**src/rtl/aes_pkg.sv**
```systemverilog
// Shared AES definitions: S-box and Rcon tables, key-schedule FSM encoding, sizes.
package aes_pkg;

  localparam int NR = 10;
  localparam int KW = 128;

  typedef enum logic [1:0] {
    ST_IDLE   = 2'd0,
    ST_EXPAND = 2'd1,
    ST_DONE   = 2'd2
  } state_e;

  localparam logic [7:0] SBOX [256] = '{
    8'h63, 8'h7c, 8'h77, 8'h7b, 8'hf2, 8'h6b, 8'h6f, 8'hc5, 8'h30, 8'h01, 8'h67, 8'h2b, 8'hfe, 8'hd7, 8'hab, 8'h76,
    8'hca, 8'h82, 8'hc9, 8'h7d, 8'hfa, 8'h59, 8'h47, 8'hf0, 8'had, 8'hd4, 8'ha2, 8'haf, 8'h9c, 8'ha4, 8'h72, 8'hc0,
    8'hb7, 8'hfd, 8'h93, 8'h26, 8'h36, 8'h3f, 8'hf7, 8'hcc, 8'h34, 8'ha5, 8'he5, 8'hf1, 8'h71, 8'hd8, 8'h31, 8'h15,
    8'h04, 8'hc7, 8'h23, 8'hc3, 8'h18, 8'h96, 8'h05, 8'h9a, 8'h07, 8'h12, 8'h80, 8'he2, 8'heb, 8'h27, 8'hb2, 8'h75,
    8'h09, 8'h83, 8'h2c, 8'h1a, 8'h1b, 8'h6e, 8'h5a, 8'ha0, 8'h52, 8'h3b, 8'hd6, 8'hb3, 8'h29, 8'he3, 8'h2f, 8'h84,
    8'h53, 8'hd1, 8'h00, 8'hed, 8'h20, 8'hfc, 8'hb1, 8'h5b, 8'h6a, 8'hcb, 8'hbe, 8'h39, 8'h4a, 8'h4c, 8'h58, 8'hcf,
    8'hd0, 8'hef, 8'haa, 8'hfb, 8'h43, 8'h4d, 8'h33, 8'h85, 8'h45, 8'hf9, 8'h02, 8'h7f, 8'h50, 8'h3c, 8'h9f, 8'ha8,
    8'h51, 8'ha3, 8'h40, 8'h8f, 8'h92, 8'h9d, 8'h38, 8'hf5, 8'hbc, 8'hb6, 8'hda, 8'h21, 8'h10, 8'hff, 8'hf3, 8'hd2,
    8'hcd, 8'h0c, 8'h13, 8'hec, 8'h5f, 8'h97, 8'h44, 8'h17, 8'hc4, 8'ha7, 8'h7e, 8'h3d, 8'h64, 8'h5d, 8'h19, 8'h73,
    8'h60, 8'h81, 8'h4f, 8'hdc, 8'h22, 8'h2a, 8'h90, 8'h88, 8'h46, 8'hee, 8'hb8, 8'h14, 8'hde, 8'h5e, 8'h0b, 8'hdb,
    8'he0, 8'h32, 8'h3a, 8'h0a, 8'h49, 8'h06, 8'h24, 8'h5c, 8'hc2, 8'hd3, 8'hac, 8'h62, 8'h91, 8'h95, 8'he4, 8'h79,
    8'he7, 8'hc8, 8'h37, 8'h6d, 8'h8d, 8'hd5, 8'h4e, 8'ha9, 8'h6c, 8'h56, 8'hf4, 8'hea, 8'h65, 8'h7a, 8'hae, 8'h08,
    8'hba, 8'h78, 8'h25, 8'h2e, 8'h1c, 8'ha6, 8'hb4, 8'hc6, 8'he8, 8'hdd, 8'h74, 8'h1f, 8'h4b, 8'hbd, 8'h8b, 8'h8a,
    8'h70, 8'h3e, 8'hb5, 8'h66, 8'h48, 8'h03, 8'hf6, 8'h0e, 8'h61, 8'h35, 8'h57, 8'hb9, 8'h86, 8'hc1, 8'h1d, 8'h9e,
    8'he1, 8'hf8, 8'h98, 8'h11, 8'h69, 8'hd9, 8'h8e, 8'h94, 8'h9b, 8'h1e, 8'h87, 8'he9, 8'hce, 8'h55, 8'h28, 8'hdf,
    8'h8c, 8'ha1, 8'h89, 8'h0d, 8'hbf, 8'he6, 8'h42, 8'h68, 8'h41, 8'h99, 8'h2d, 8'h0f, 8'hb0, 8'h54, 8'hbb, 8'h16
  };

  function automatic logic [7:0] sbox(input logic [7:0] b);
    return SBOX[b];
  endfunction

  // Round constants for rounds 1..10; any other index yields zero.
  function automatic logic [7:0] rcon(input logic [3:0] k);
    logic [7:0] r;
    case (k)
      4'd1:    r = 8'h01;
      4'd2:    r = 8'h02;
      4'd3:    r = 8'h04;
      4'd4:    r = 8'h08;
      4'd5:    r = 8'h10;
      4'd6:    r = 8'h20;
      4'd7:    r = 8'h40;
      4'd8:    r = 8'h80;
      4'd9:    r = 8'h1b;
      4'd10:   r = 8'h36;
      default: r = 8'h00;
    endcase
    return r;
  endfunction

endpackage

```
**src/rtl/aes_sbox.sv**
```systemverilog
// AES forward S-box, purely combinational; shared by the key schedule and SubBytes.
module aes_sbox
  import aes_pkg::*;
(
  input  logic [7:0] in_byte,
  output logic [7:0] out_byte
);
  assign out_byte = sbox(in_byte);
endmodule

```
**src/rtl/aes_key_expansion.sv**
```systemverilog
// Iterative AES-128 key schedule: expands one cipher key into rk0..rk10, one round
// key per clock, and serves them through a registered indexed read port.
module aes_key_expansion
  import aes_pkg::*;
(
  input  logic          clk,
  input  logic          rst,
  input  logic [KW-1:0] key_in,
  input  logic          key_valid,
  output logic          key_ready,
  output logic          busy,
  output logic          done,
  input  logic [3:0]    rk_idx,
  output logic [KW-1:0] rk_out
);
  state_e        state_d, state_q;
  logic [3:0]    round_d, round_q;
  logic [KW-1:0] keys_d [0:NR];
  logic [KW-1:0] keys_q [0:NR];
  logic [KW-1:0] prev_d, prev_q;
  logic          key_ready_d, key_ready_q;
  logic          busy_d, busy_q;
  logic          done_d, done_q;
  logic [KW-1:0] rk_out_d, rk_out_q;
  logic [31:0]   rot_w, sub_w, t_w;
  logic [31:0]   n0, n1, n2, n3;
  logic [KW-1:0] next_rk;

  // prev_q mirrors the most recently written round key, so no storage read mux is needed.
  assign rot_w = {prev_q[23:0], prev_q[31:24]};

  for (genvar i = 0; i < 4; i++) begin : g_subword
    aes_sbox u_sbox (
      .in_byte  (rot_w[8*i +: 8]),
      .out_byte (sub_w[8*i +: 8])
    );
  end

  assign t_w     = sub_w ^ {rcon(round_q), 24'h000000};
  assign n0      = prev_q[127:96] ^ t_w;
  assign n1      = prev_q[95:64]  ^ n0;
  assign n2      = prev_q[63:32]  ^ n1;
  assign n3      = prev_q[31:0]   ^ n2;
  assign next_rk = {n0, n1, n2, n3};

  // Next-state, storage-write and registered-output logic.
  always_comb begin
    state_d = state_q;
    round_d = round_q;
    prev_d  = prev_q;
    keys_d  = keys_q;
    case (state_q)
      ST_IDLE, ST_DONE: begin
        if (key_valid) begin
          state_d   = ST_EXPAND;
          round_d   = 4'd1;
          prev_d    = key_in;
          keys_d[0] = key_in;
        end else begin
          state_d = state_q;
        end
      end
      ST_EXPAND: begin
        prev_d          = next_rk;
        keys_d[round_q] = next_rk;
        if (round_q == 4'(NR)) begin
          state_d = ST_DONE;
          round_d = 4'd0;
        end else begin
          round_d = round_q + 4'd1;
        end
      end
      default: begin
        state_d = ST_IDLE;
        round_d = 4'd0;
      end
    endcase

    key_ready_d = (state_d != ST_EXPAND);
    busy_d      = (state_d == ST_EXPAND);
    done_d      = (state_d == ST_DONE);

    // Reads see storage before this edge's write: no write-through bypass.
    if (rk_idx <= 4'(NR)) begin
      rk_out_d = keys_q[rk_idx];
    end else begin
      rk_out_d = {KW{1'b0}};
    end
  end

  // State, storage and output registers with synchronous reset.
  always_ff @(posedge clk) begin
    if (rst) begin
      state_q     <= ST_IDLE;
      round_q     <= 4'd0;
      prev_q      <= {KW{1'b0}};
      key_ready_q <= 1'b1;
      busy_q      <= 1'b0;
      done_q      <= 1'b0;
      rk_out_q    <= {KW{1'b0}};
      for (int i = 0; i <= NR; i++) begin
        keys_q[i] <= {KW{1'b0}};
      end
    end else begin
      state_q     <= state_d;
      round_q     <= round_d;
      prev_q      <= prev_d;
      key_ready_q <= key_ready_d;
      busy_q      <= busy_d;
      done_q      <= done_d;
      rk_out_q    <= rk_out_d;
      for (int i = 0; i <= NR; i++) begin
        keys_q[i] <= keys_d[i];
      end
    end
  end

  assign key_ready = key_ready_q;
  assign busy      = busy_q;
  assign done      = done_q;
  assign rk_out    = rk_out_q;

endmodule

```
**config.mk**
```make
export PLATFORM = sky130hd
export DESIGN_NAME = aes_key_expansion
export DESIGN_NICKNAME = d
export VERILOG_FILES = /design/src/rtl/aes_pkg.sv /design/src/rtl/aes_sbox.sv /design/src/rtl/aes_key_expansion.sv
export SDC_FILE = /design/constraint.sdc
export NUM_CORES = 2
export LEC_CHECK = 0
export CAP_MARGIN = 20
export CORE_MARGIN = 3
export CORE_UTILIZATION = 62
export CTS_BUF_LIST = sky130_fd_sc_hd__clkbuf_16
export DETAILED_ROUTE_END_ITERATION = 10
export GPL_TIMING_DRIVEN = 1
export PLACE_DENSITY_LB_ADDON = 0.08
export SYNTH_ARGS = -nofsm -noshare
export SYNTH_HDL_FRONTEND = slang
export SYNTH_HIERARCHICAL = 1
export SYNTH_SLANG_ARGS = --single-unit
```
**constraint.sdc**
```tcl
create_clock -name clk -period 5 [get_ports clk]
set_input_delay 1.25 -clock clk [delete_from_list [all_inputs] [get_ports clk]]
set_output_delay 1.25 -clock clk [all_outputs]
set_load 0.005 [all_outputs]
```
==> results.yml <==
routing:
  wl_met3_um: 58200
  drtAntennaViolNets: 0
  drc_errors: 0
  dr.pass1.iters: 10
  met2_length_um: 150000
  top_layer: "met5"
  wl_per_cell_um: 30.6
  vias: 86200
  wl_um: 369000
  drtIter0Drc: 14300
  via_per_inst: 7.15
  wl_met1_um: 125000
yosys:
  ys_ff_latch: 1681
  synth.yosys.seq_area_share_pct: 39.6
  netlist_instances: 10300
  synth_top_area_share_pct: 39.6
  synth_area_leader_cell: "dfxtp_1"
  synthAdderAreaFrac_pct: 0.884
  syn_area_um2: 84900
  avgSynthCellArea_um2: 8.23
  synth_compound_area_share_pct: 22.2
  synth_warnings: 6
  muxShareOfSynthArea_pct: 10.7
  async_flop_share_pct: 0
  ys_types: 76
  synth_edf_count: 0
  ys_top_cells_by_area: "dfxtp_1, mux4_2, a21oi_1"
  synth_top_family_by_area: "compound AO/OA/AOI/OAI gates"
  syn_nets: 10500
  synthSimpleGateAreaFrac_pct: 18.4
  synth_ff_type: "dfxtp_1"
  synth-xor-area-share_pct: 2.47
clocking:
  cts_buffers: 168
  clkSinkCount: 1681
  cts_buffer_depth: 3
  clk_latency_ps: 840
  h-tree-depth: 4
  cts_tree: "yes"
  clkSlewWorstSetupHoldPaths_ps: 60
  root_buffer: "clkbuf_16"
  holdBufCountCts: 0
  post-cts-setup-buffers: 0
worst_setup_path:
  slowest_delay_ps: 800
  worstRegToRegCells: 15
  slowest_stage: "a211oi_1"
  path_class: "flop to flop"
  critical_path.cell_chain: "inv_1, ha_1, nand2b_1, nand2_1, a21o_1, a22oi_1, o221ai_1, a211oi_1, buf_4, xor3_1, buf_4, xnor2_1, buf_4, nor2_1, a311oi_1"
  end_kind: "flop"
  cpMostUsedCell: "buf_4"
  startpoint_type: "flop"
  critPathRequiredTime_ps: 5710
  path_max_fanout: 12
  arrival_ps: 5600
pwr:
  pwr_density_cell_nw_per_um2: 656
  power_mw: 62.4
  p_leak_nw: 33.3
  vdd_drop_max_v: 0.000582
floorplan:
  core_area_um2: 136000
  design.die.area_um2: 141000
  io_pins: 266
  die_x_um: 376
  num_rows: 135
  start_util_pct: 62.5
  die_h_um: 376
final_layout:
  area_growth_syn_to_layout_pct: 11.9
  layout_common_cells: "dfxtp_1, nor2_1, nand2_1"
  nets: 10300
  drive_above_1_share_pct: 10.4
  layout_commonest_cell: "dfxtp_1"
  nFillCells: 10100
placed_design:
  io_buffers: 265
  place.gp.congestion: 1.08
  dpl.hpwl_um: 241000
global_routing:
  grt_max_degree: 255
  grt_pass1_vias: 81400
  grt_antenna_before_repair: 55
  grt_pass1_wl_um: 535000
  overflow: 0
  grt.total_usage_pct: 50.2
sta:
  fmax_mhz: 204
  final-max-slew-violation-count: 0
  slew-limit-headroom_pct: 14.0
  finalHoldViolations: 0
  finalSetupViolations: 0
  post-route-min-period_ps: 4890
  tightest_slew_ps: 1290
  fin_crit_sh_pct: 97.9
  tns_ps: 0
  rsz0062_at_grt: "false"
  finClkSkew_ps: 78.7
worst_hold_path:
  hold_path_depth: 2
  hold_class: "flop to flop"
outcome:
  outcome: "finished clean"
flow_run:
  cap_violations: 0
==> timing repair <==
action	in CTS	in global routing
setup endpoints to repair	0	2
hold endpoints to repair	0	0
resized for setup	0	2
==> layer usage <==
metal	global-route usage, %	vias up
met5	0.446	-
met4	39.4	32
met3	20.3	1984
met2	70.8	7366
met1	60.7	40700
li1	-	36100
==> per-stage QoR <==
stage	std cells	instance area [um2]	setup slack, ps	util [%]	hold slack [ps]
floorplan	10300	84900	956	-	429
detailed placement	11700	89600	303	66.0	443
finish	12000	95100	106	70.0	452
global placement	11700	89600	429	65.9	438
CTS	12000	94900	288	69.9	451
global route	12000	95000	5.94	69.9	469
==> cells by family (layout without fill, tap and decap cells) <==
family | after synthesis | after routing
other cells | 0 | 43
fa+ha+maj | 60 | 60
mux | 556 | 556
xor+xnor | 167 | 167
buf+inv | 1174 | 1080
flops | 1681 | 1681
compound gates | 2999 | 2999
simple gates | 3680 | 3680
==> report_power, final <==
group	internal (mW)	leakage, nW	switching, mW	total, mW
combinational	10.6	16.9	24.1	34.7
clock	6.79	2.75	5.63	12.4
sequential	14.1	13.6	1.17	15.2
==> area by class of cell <==
class	count	area, um2	area share, %
sequential	1681	33700	35.4
multi-input combinational	7462	46600	49.1
tap	1781	2230	2.34
antenna	43	108	0.113
timing repair buffer	715	6820	7.18
inverter	61	229	0.241
clock inverter	134	1090	1.15
clock buffer	170	4250	4.48
==> cells in the mapped netlist, types with 24 or more instances <==
cell / n
nor2_1: 1508
xnor2_1: 92
xor2_1: 31
o311ai_0: 44
dfxtp_1: 1681
inv_1: 49
o2bb2ai_1: 128
a221oi_1: 37
a31oi_1: 92
xnor3_1: 24
o31ai_1: 32
buf_1: 103
buf_2: 282
mux2i_1: 268
nand2b_1: 85
o21ai_0: 448
nand2_1: 1276
nand3_1: 89
a21oi_1: 1200
clkbuf_1: 709
nor3_1: 339
a32oi_1: 28
a21o_1: 37
nor2b_1: 98
a211oi_1: 659
o211ai_1: 51
and2_1: 161
ha_1: 60
a311oi_1: 49
mux4_2: 280
==> path summary, 6_finish.rpt <==
| kind | startpoint | slack, ps | endpoint |
|---|---|---|---|
| hold reg to reg | keys_q[590] | 450 | keys_q[590] |
| setup / recovery | prev_q[17] | 110 | keys_q[1306] |
| setup reg to reg | prev_q[17] | 110 | keys_q[1306] |
| hold / removal | keys_q[590] | 450 | keys_q[590] |
==> sequential cells by signal (all words and copies together) (netlist names), named ones only <==
name       cells
state_q        2
done           1
busy           1
prev_q       128
keys_q      1408
rk_out       128
round_q        4
key_ready      1
==> critical path: cells and delay by family, from the launching register on <==
family,cells,cell delay (ps)
xor+xnor,2,510
buf+inv,4,840
fa+ha+maj,1,510
simple gates,3,690
compound gates,5,1730
flops,1,470
Power figures use the tool's default switching activity.
